## config.mk

```make
export PLATFORM = sky130hd
export DESIGN_NAME = anim_sequencer
export DESIGN_NICKNAME = d
export VERILOG_FILES = /design/src/rtl/anim_sequencer.sv
export SDC_FILE = /design/constraint.sdc
export NUM_CORES = 1
export LEC_CHECK = 0
export BUFFER_PORTS_ARGS = -buffer_cell sky130_fd_sc_hd__buf_2
export CAP_MARGIN = 20
export CORE_UTILIZATION = 35
export CTS_CLUSTER_SIZE = 10
export DETAILED_ROUTE_END_ITERATION = 7
export PLACE_DENSITY = 0.61
export SYNTH_ARGS = -nofsm -noshare
export SYNTH_HDL_FRONTEND = slang
export SYNTH_SLANG_ARGS = --single-unit
```

## constraint.sdc

```tcl
create_clock -name clk -period 3.63 [get_ports clk]
set_clock_uncertainty 0.15 [all_clocks]
set_input_delay 0 -clock clk [delete_from_list [all_inputs] [get_ports clk]]
set_output_delay 0 -clock clk [all_outputs]
set_load 0.01 [all_outputs]
```

## src/rtl/anim_sequencer.sv

```systemverilog
// Timebase and button-control stage for the 7-segment animation decoder.
// It debounces btnC, and each accepted press advances the animation mode.
// It also produces the millisecond count and the digit-scan position.
module anim_sequencer #(
  parameter int unsigned TICK_DIV        = 100000,
  parameter int unsigned DEBOUNCE_CYCLES = 1000000,
  parameter int unsigned NUM_MODES       = 4,
  parameter int unsigned MODE_INIT       = 2,
  parameter int unsigned NUM_DIGITS      = 8,
  parameter int unsigned MILLIS_W        = 64
) (
  input  logic                clk,
  input  logic                rst_n,
  input  logic                btnC,
  output logic [MILLIS_W-1:0] millis,
  output logic [31:0]         mode,
  output logic [31:0]         pos,
  output logic                tick_ms,
  output logic                mode_strobe
);

  localparam int unsigned PRESC_W = (TICK_DIV > 1) ? $clog2(TICK_DIV) : 1;
  localparam int unsigned CNT_W   = (DEBOUNCE_CYCLES > 1) ? $clog2(DEBOUNCE_CYCLES) : 1;

  typedef enum logic [1:0] {
    IDLE         = 2'd0,
    PRESS_WAIT   = 2'd1,
    HELD         = 2'd2,
    RELEASE_WAIT = 2'd3
  } state_t;

  logic               sync1;
  logic               btn_s;
  logic [PRESC_W-1:0] presc;
  state_t             state;
  state_t             state_nxt;
  logic [CNT_W-1:0]   cnt;
  logic [CNT_W-1:0]   cnt_nxt;
  logic               press_c;
  logic               tick_c;

  assign tick_c = (presc == PRESC_W'(TICK_DIV - 1));

  // Two-flop synchroniser for the asynchronous button input.
  always_ff @(posedge clk) begin
    if (!rst_n) begin
      sync1 <= 1'b0;
      btn_s <= 1'b0;
    end else begin
      sync1 <= btnC;
      btn_s <= sync1;
    end
  end

  // Debounce FSM state and stability counter register.
  always_ff @(posedge clk) begin
    if (!rst_n) begin
      state <= IDLE;
      cnt   <= '0;
    end else begin
      state <= state_nxt;
      cnt   <= cnt_nxt;
    end
  end

  // Debounce next-state logic. A press is accepted on the cycle the FSM enters HELD.
  always_comb begin
    state_nxt = state;
    cnt_nxt   = cnt;
    press_c   = 1'b0;
    case (state)
      IDLE: begin
        if (btn_s) begin
          state_nxt = PRESS_WAIT;
          cnt_nxt   = '0;
        end
      end
      PRESS_WAIT: begin
        if (!btn_s) begin
          state_nxt = IDLE;
          cnt_nxt   = '0;
        end else if (cnt == CNT_W'(DEBOUNCE_CYCLES - 1)) begin
          state_nxt = HELD;
          cnt_nxt   = '0;
          press_c   = 1'b1;
        end else begin
          cnt_nxt = cnt + CNT_W'(1);
        end
      end
      HELD: begin
        if (!btn_s) begin
          state_nxt = RELEASE_WAIT;
          cnt_nxt   = '0;
        end
      end
      RELEASE_WAIT: begin
        if (btn_s) begin
          state_nxt = HELD;
          cnt_nxt   = '0;
        end else if (cnt == CNT_W'(DEBOUNCE_CYCLES - 1)) begin
          state_nxt = IDLE;
          cnt_nxt   = '0;
        end else begin
          cnt_nxt = cnt + CNT_W'(1);
        end
      end
      default: begin
        state_nxt = IDLE;
        cnt_nxt   = '0;
      end
    endcase
  end

  // Millisecond prescaler. It restarts on a press so the first tick of a new mode comes a full period later.
  always_ff @(posedge clk) begin
    if (!rst_n) begin
      presc <= '0;
    end else if (press_c || tick_c) begin
      presc <= '0;
    end else begin
      presc <= presc + PRESC_W'(1);
    end
  end

  // Output registers. A press takes priority over a tick on the same cycle.
  always_ff @(posedge clk) begin
    if (!rst_n) begin
      millis      <= '0;
      mode        <= 32'(MODE_INIT);
      pos         <= '0;
      tick_ms     <= 1'b0;
      mode_strobe <= 1'b0;
    end else begin
      tick_ms     <= 1'b0;
      mode_strobe <= 1'b0;
      if (press_c) begin
        mode        <= (mode == 32'(NUM_MODES - 1)) ? 32'd0 : mode + 32'd1;
        millis      <= '0;
        pos         <= '0;
        mode_strobe <= 1'b1;
      end else if (tick_c) begin
        millis  <= millis + MILLIS_W'(1);
        pos     <= (pos == 32'(NUM_DIGITS - 1)) ? 32'd0 : pos + 32'd1;
        tick_ms <= 1'b1;
      end
    end
  end

endmodule

```

* After elaboration in Yosys (flattened, before gate mapping)
Index checks and enable logic that the tools add are counted.
** Word-level totals
- Flip-flop bits (word level) :: 171
- Output and inout bits :: 130
- Word-level logic and storage cells :: 53
** Operators by class
- Add/sub/neg operators :: 5
- Equal/unequal tests :: 11
- Multiplexer cells :: 20
- Bitwise gates (word level) :: 1
- Reduce and logical (&&, ||, !) cells :: 6
** Operator list (count)
- $mux W20 :: 5
- $pmux W20 S4 :: 1
- $add A32 B1 Y32 const B :: 2
- $add A64 B1 Y64 const B :: 1
- $mux W32 :: 2
- $eq A32 B2 Y1 const B :: 1
- $eq A32 B3 Y1 const B :: 1
- $add A20 B1 Y20 const B :: 1
- $eq A20 B20 Y1 const B :: 1
- $add A17 B1 Y17 const B :: 1
- $eq A17 B17 Y1 const B :: 1
- $mux W2 :: 6
- $pmux W2 S4 :: 1
- $ne A3 B3 Y1 const B :: 2
- $mux W1 :: 5
- $eq A2 B2 Y1 const B :: 2
- $ne A2 B2 Y1 const B :: 2
- $reduce_and A4 Y1 :: 1
- $reduce_or A2 Y1 :: 2
- $eq A2 B1 Y1 const B :: 1
- $logic_not A2 Y1 :: 1
- $reduce_and A2 Y1 :: 1
- $logic_or A1 B1 Y1 :: 1
- $not A1 Y1 :: 1

* Logic depth before layout (Yosys ltp)
Gate-level depths: netlist of the first run.
- Depth after elaboration :: 6
- Gate-level depth with buffers :: 9
- Gate-level depth less buffers :: 6

* Worst setup path before layout of the first run
OpenSTA, ideal clock, no wires.
- Path kind :: register to register
- From :: register presc[0]
- To :: register millis[63]
- Setup time :: 0.070 ns
- Arrival time :: 2.340 ns
- Data required time :: 3.410 ns
- Slack :: 1.070 ns
- Stages on the path, launching flop included :: 9
- Path buffers :: 2
- Clock period less this slack :: 2.560 ns
- Path through :: dfxtp_1 -> ha_1 -> and4_1 -> buf_2 -> nand4_1 -> or4_4 -> buf_6 -> or4_1 -> a21oi_1
** On the way
- Word-level cells in the longest chain between the ends :: 1
** RTL lines
- start, declared :: RTL line 34 : logic [PRESC_W-1:0] presc;
- start signal, assigned :: RTL line 121 : presc <= presc + PRESC_W'(1);
- $eq A17 B17 Y1 :: RTL line 42 : assign tick_c = (presc == PRESC_W'(TICK_DIV - 1));
- end signal, assigned :: RTL line 142 : millis <= millis + MILLIS_W'(1);
- end, declared :: RTL line 15 : output logic [MILLIS_W-1:0] millis,
No other way between the ends.
A chain may end at the register's enable or synchronous reset.

* Final worst setup path of the first run
- From :: register presc[0]
- To :: register millis[43]
The elaborated chain is that of the path after synthesis.

==> results of run 1 <==
==> power breakdown <==
part           total (uW)  leakage (uW)  switching, uW  internal [uW]
combinational        55.9       0.00182           41.0           15.0
sequential           1880       0.00138           3.61           1880
clock                1790      0.000273            779           1010
==> per-layer routing <==
layer	part of all wire	routed length (um)	up-vias
met4	0.0089	196	0
met3	0.043	946	15
met2	0.45	9790	157
met1	0.50	11000	3799
met5	0	0	-
li1	-	-	3974
==> final timing paths <==
path | startpoint | to | slack, ns | cells after the start
min | rst_n | mode[1]$_SDFFE_PN1P_ | 0.29 | 3
min reg2reg | sync1$_SDFF_PN0_ | btn_s$_SDFF_PN0_ | 0.30 | 1
max reg2reg | presc[0]$_SDFF_PP0_ | millis[43]$_SDFFE_PP0P_ | 0.72 | 6
max | presc[0]$_SDFF_PP0_ | millis[43]$_SDFFE_PP0P_ | 0.72 | 6
==> stage by stage <==
step,cell area [um2],cells,util
after CTS,9900,1462,0.432
final,9900,1462,0.432
after global routing,9900,1462,0.432
after detailed placement,9300,1428,0.406
after global placement,9300,1428,0.406
after floorplan,8290,1014,-
==> flip-flops by register name (all words and copies together), names as in the netlist, named ones only <==
register	count
cnt	20
millis	64
state	1
tick_ms	1
mode	32
sync1	1
pos	32
mode_strobe	1
btn_s	1
presc	17
==> synthesized netlist by cell type (6+ instances only) <==
cell type / instances
o31ai_1: 17
or4_1: 24
nor2_1: 100
nand2_1: 75
or3_1: 41
a31oi_1: 7
dfxtp_1: 171
nand3_1: 69
xnor2_1: 55
xor2_1: 31
a21oi_1: 69
and3_1: 16
inv_1: 18
mux2i_1: 6
nor3_1: 25
and4_1: 17
and2_1: 13
nand4_1: 60
nor4_1: 51
o21ai_0: 53
nand2b_1: 6
clkbuf_1: 40
==> cells by family (layout without fill, tap and decap cells) <==
logic type      count (synthesis)  after routing  share of synthesized area
compound gates                158            158                      0.106
xor+xnor                       86             86                     0.0909
fa+ha+maj                       5              5                    0.00755
buf+inv                        66            201                     0.0318
flops                         171            171                      0.413
mux                             6              6                    0.00724
simple gates                  522            522                      0.344
==> final cells by class <==
cell class,instances,area share
clock inverters,13,0.0147
repair buffers,152,0.0827
well taps,313,0.0396
clock buffers,18,0.0434
multi-input cells,777,0.467
inverters,18,0.00683
flip-flops and latches,171,0.346
==> critical path, stage by stage, from the launching register on <==
cell	delay, ns
dfxtp_1	0.36
ha_1	0.21
and4_1	0.38
nand4_1	0.21
or4_4	0.79
or4_1	0.56
a21oi_1	0.15
==> repair_timing <==
item	4_1_cts	5_1_grt
hold buffers	3	0
resized for setup	0	0
endpoints found under the hold margin	9	0
==> metrics.yaml, run 1 <==
global_route:
  grt_max_degree: 40
  grtUsageTotal: 0.182
  use_met2: 0.280
  grt.overflow.total: 0
  top_usage_layer: "met2"
  antenna_found_initial: 0
  use_met3: 0.0394
  use_met1: 0.252
  grt_pass1_vias: 7016
  grt_pass1_wl_um: 35800
flow_run:
  maxCapViolations: 0
synthesis:
  synth.distinct_cells: 48
  synth-edff-count: 0
  yosys_warnings: 0
  ys_ff_latch: 171
  synth_top_area_share: 0.413
  syn_avg_cell_area_um2: 8.18
  async_reset_ff_frac: 0
  synth.cell_area_um2: 8290
  yosys.area.top_type: "dfxtp_1"
  ys_seq_area_frac: 0.413
  syn_inst: 1014
  synthTopCellsByArea: "dfxtp_1, xnor2_1, nand4_1, nor2_1, a21oi_1"
  synth_fp_nets: 1022
  synthFlopType: "dfxtp_1"
floorplan:
  ios: 133
  row_count: 55
  die_area_um2: 24300
  die_w_um: 156
  core-area_um2: 22900
  die_h_um: 156
  start_util: 0.362
worst_setup_path:
  worstSetupStartpointType: "flop"
  worstSetupPathType: "reg -> reg"
  cp-end-kind: "flop"
  crit_arrival_ns: 3.11
  path_max_fanout: 39
  worstPathRequired_ns: 3.84
sta:
  setup_ws_ns: 0.724
  timing.hold.ws_ns: 0.294
  tightest_slew_ns: 0.814
  period_needed_ns: 2.91
  maxSlewHeadroom: 0.453
  rsz0062_at_grt: "no"
  final-hold-violation-count: 0
  clock.fmax_ghz: 0.344
  tns_ns: 0
  setup-violations-final: 0
  min_period_over_period: 0.801
  slew_viol_final: 0
power:
  peakVddDrop_uv: 245
  powerDensity_nw_per_um2: 377
  p_total_uw: 3730
  leakagePower_uw: 0.00347
drt:
  ant_nets: 0
  drc: 0
  route.final.wire_length_um: 21900
  vias: 7945
  wire_per_inst_um: 15.0
  dr.pass1.iters: 5
  dr.first_iter.drc_count: 422
  detail_route.vias_per_cell: 5.43
finish:
  layout_commonest_cell: "dfxtp_1"
  area_growth_pct: 19.4
  multi_input_area_um2: 4620
  mostFrequentLayoutCells: "dfxtp_1, buf_2, nor2_1"
  regArea_um2: 3420
  nNetsFinal: 1145
  fillerInstances: 2341
  drive_above_1_share: 0.165
  diodes: 0
placement:
  dpl_worst_slack_ns: 0.716
  place_hpwl_um: 15400
  io_buffers: 132
  place.gp.congestion: 0.825
status:
  status: "complete, no violations"
clock_network:
  clk_pin_slew_ns: 0.07
  clock_sink_count: 171
  cts_setup_buffers: 0
  clk_latency_ns: 0.43
  tritoncts: "yes"
  cts_buffers: 17
  htree_num_levels: 4
  cts_root_buffer: "clkbuf_16"
  clock_path_buffers: 2
worst_hold_path:
  hold_path.class: "in -> reg"
No activity file was read; power rests on OpenSTA's default activity.
==> run 2, diff against run 1 <==
==> constraint.sdc (replaced) <==
create_clock -name clk -period 2.8 [get_ports clk]
set_clock_uncertainty 0.15 [all_clocks]
set_input_delay 0 -clock clk [delete_from_list [all_inputs] [get_ports clk]]
set_output_delay 0 -clock clk [all_outputs]
set_load 0.01 [all_outputs]
==> run 2 against run 1 <==
  * Total power increased by 29%
  * Final cell count increased by 2.1%
  * Routed wire length increased by 4.2%
  * Setup slack got worse by 0.59 ns
  * Register-to-register slack got worse by 0.59 ns
  * Sequential share of layout area decreased by 0.85 points
  * Critical path type unchanged
  * Sequential power increased by 30%
  * Highest routed layer unchanged
  * Combinational power increased by 35%
  * Sequential cell count unchanged
  * Via count increased by 1.4%
  * Largest power group unchanged
==> metrics.yaml, run 2 (synthesis results as in run 1) <==
drt:
  detail_route.vias_per_cell: 5.39  # was 5.43
  ant_nets: 0  # unchanged
  drc: 0  # unchanged
  dr.first_iter.drc_count: 460  # was 422
  route.final.wire_length_um: 22900  # was 21900 um
  wire_per_inst_um: 15.3  # was 15.0 um
  dr.pass1.iters: 5  # unchanged
  vias: 8053  # was 7945
global_route:
  antenna_found_initial: 0  # unchanged
  grt_max_degree: 67  # was 40
  grt.overflow.total: 0  # unchanged
  grt_pass1_wl_um: 36700  # was 35800 um
  grtUsageTotal: 0.186  # was 0.182
  grt_pass1_vias: 7149  # was 7016
worst_setup_path:
  endpoint: "millis[43]$_SDFFE_PP0P_"  # unchanged
  worstSetupStartpointType: "flop"  # unchanged
  worstSetupPathType: "reg -> reg"  # unchanged
  reg2reg_from: "millis[23]$_SDFFE_PP0P_"  # was presc[0]$_SDFF_PP0_
  cp-end-kind: "flop"  # unchanged
  worstPathRequired_ns: 3.00  # was 3.84 ns
  rr_worst_depth: 5  # was 6
  ff2ff_setup_slack_ns: 0.13  # was 0.72 ns
  cp-startpoint: "millis[23]$_SDFFE_PP0P_"  # was presc[0]$_SDFF_PP0_
  path_max_fanout: 10  # was 39
  crit_arrival_ns: 2.87  # was 3.11 ns
  reg2reg_to: "millis[43]$_SDFFE_PP0P_"  # unchanged
power:
  powerDensity_nw_per_um2: 473  # was 377 nW/um2
  leakagePower_uw: 0.00362  # was 0.00347 uW
  peakVddDrop_uv: 356  # was 245 uV
  power_frac_comb: 0.016  # was 0.015
  switching_share: 0.244  # was 0.221
  p_int_uw: 3630  # was 2910 uW
  seqPwrFrac: 0.509  # was 0.505
  clkPwrFrac: 0.476  # was 0.480
  p_total_uw: 4800  # was 3730 uW
  p_sw_uw: 1170  # was 823 uW
sta:
  tns_ns: 0  # unchanged
  timing.hold.ws_ns: 0.278  # was 0.294 ns
  rsz0062_at_grt: "no"  # unchanged
  tightest_slew_ns: 0.748  # was 0.814 ns
  min_period_over_period: 0.954  # was 0.801
  clock.fmax_ghz: 0.374  # was 0.344 GHz
  setup_ws_ns: 0.130  # was 0.724 ns
  maxSlewHeadroom: 0.501  # was 0.453
  period_needed_ns: 2.67  # was 2.91 ns
  final-hold-violation-count: 0  # unchanged
  setup-violations-final: 0  # unchanged
  slew_viol_final: 0  # unchanged
floorplan:
  die_area_um2: 24300  # unchanged
  core-area_um2: 22900  # unchanged
  ios: 133  # unchanged
  row_count: 55  # unchanged
  start_util: 0.362  # unchanged
  die_w_um: 156  # unchanged
  die_h_um: 156  # unchanged
clock_network:
  clk_latency_ns: 0.43  # about the same
  cts_buffers: 17  # unchanged
  tritoncts: "yes"  # unchanged
  clk_pin_slew_ns: 0.07  # about the same
  cts_root_buffer: "clkbuf_16"  # unchanged
  cts_setup_buffers: 0  # unchanged
  clock_sink_count: 171  # unchanged
  htree_num_levels: 4  # unchanged
  clock_path_buffers: 2  # unchanged
placement:
  dpl_worst_slack_ns: 0.123  # was 0.716 ns
  place.gp.congestion: 0.850  # was 0.825
  dpl_cell_area_um2: 9530  # was 9300 um2
  place_hpwl_um: 15700  # was 15400 um
  io_buffers: 132  # unchanged
worst_hold_path:
  worstHoldStart: "presc[0]$_SDFF_PP0_"  # was rst_n
  hold_path.class: "reg -> reg"  # was in -> reg
finish:
  mostFrequentLayoutCells: "dfxtp_1, buf_2, nor2_1"  # unchanged
  nNetsFinal: 1175  # was 1145
  largest_reg_flops: 64  # unchanged
  layout_commonest_cell: "dfxtp_1"  # unchanged
  diodes: 0  # unchanged
  fillerInstances: 2336  # was 2341
  largest_register: "millis"  # unchanged
  drive_above_1_share: 0.191  # was 0.165
  largestRegisters: "millis: 64 flops, mode: 32 flops, pos: 32 flops"  # unchanged
  final_area_um2: 10200  # was 9900 um2
  area_growth_pct: 22.5  # was 19.4%
flow_run:
  maxCapViolations: 0  # unchanged
status:
  status: "complete, no violations"  # unchanged
-- run 2: cell count changes in the layout (fill, tap and decap cells not counted), moves of 2 or more --
cell,change
buf_4,+26
inv_8,+3
or4_4,+3
buf_12,+2
bufinv_16,-2
clkinv_4,-2
clkinvlp_4,+2
-- run 2: layout make-up --
class / count / area [um2] / area share
multi-input combinational: 779 / 4650 / 0.458
clock buffer: 17 / 425 / 0.0419
timing repair buffer: 180 / 1050 / 0.104
tap: 313 / 392 / 0.0386
inverter: 18 / 67.6 / 0.00666
clock inverter: 15 / 136 / 0.0134
sequential: 171 / 3420 / 0.337
-- run 2: critical path, stage by stage (launching register included) --
cell and delay (ns):
dfxtp_1 0.35, nand4_2 0.16, or4_4 0.58, or4_4 0.65, or4_1 0.53, a21oi_1 0.15
-- run 2: power by group through the flow --
stage	sequential (uW)	combinational, uW	clock, uW
finish	2440	75.7	2280
global route	2440	84.4	2450
CTS	2440	76.2	2350
detailed placement	2500	73.2	0
global placement	2500	73.1	0
floorplan	2500	47.4	0
-- run 2: layer usage --
metal  global-route usage  part of all wire
met5                    0                 0
met4               0.0528             0.012
met3               0.0367             0.048
met2                0.306              0.46
met1                0.247              0.48
-- run 2: worst min path at each step --
stage,to,cells after the start
6_report,presc[0]$_SDFF_PP0_,1
5_1_grt,btn_s$_SDFF_PN0_,1
4_1_cts,btn_s$_SDFF_PN0_,1
3_5_place_dp,sync1$_SDFF_PN0_,2
3_3_place_gp,sync1$_SDFF_PN0_,2
2_1_floorplan,sync1$_SDFF_PN0_,1
-- run 2: repair_timing --
item                                   CTS  global route
setup endpoints to repair                0            13
endpoints found under the hold margin    9             0
resized for setup                        0             5
hold buffers                             3             0
-- run 2: per-stage QoR --
stage,util,instances
after floorplan,-,1014
after global placement,0.416,1456
after detailed placement,0.416,1456
after CTS,0.442,1491
after global routing,0.443,1493
final,0.443,1493
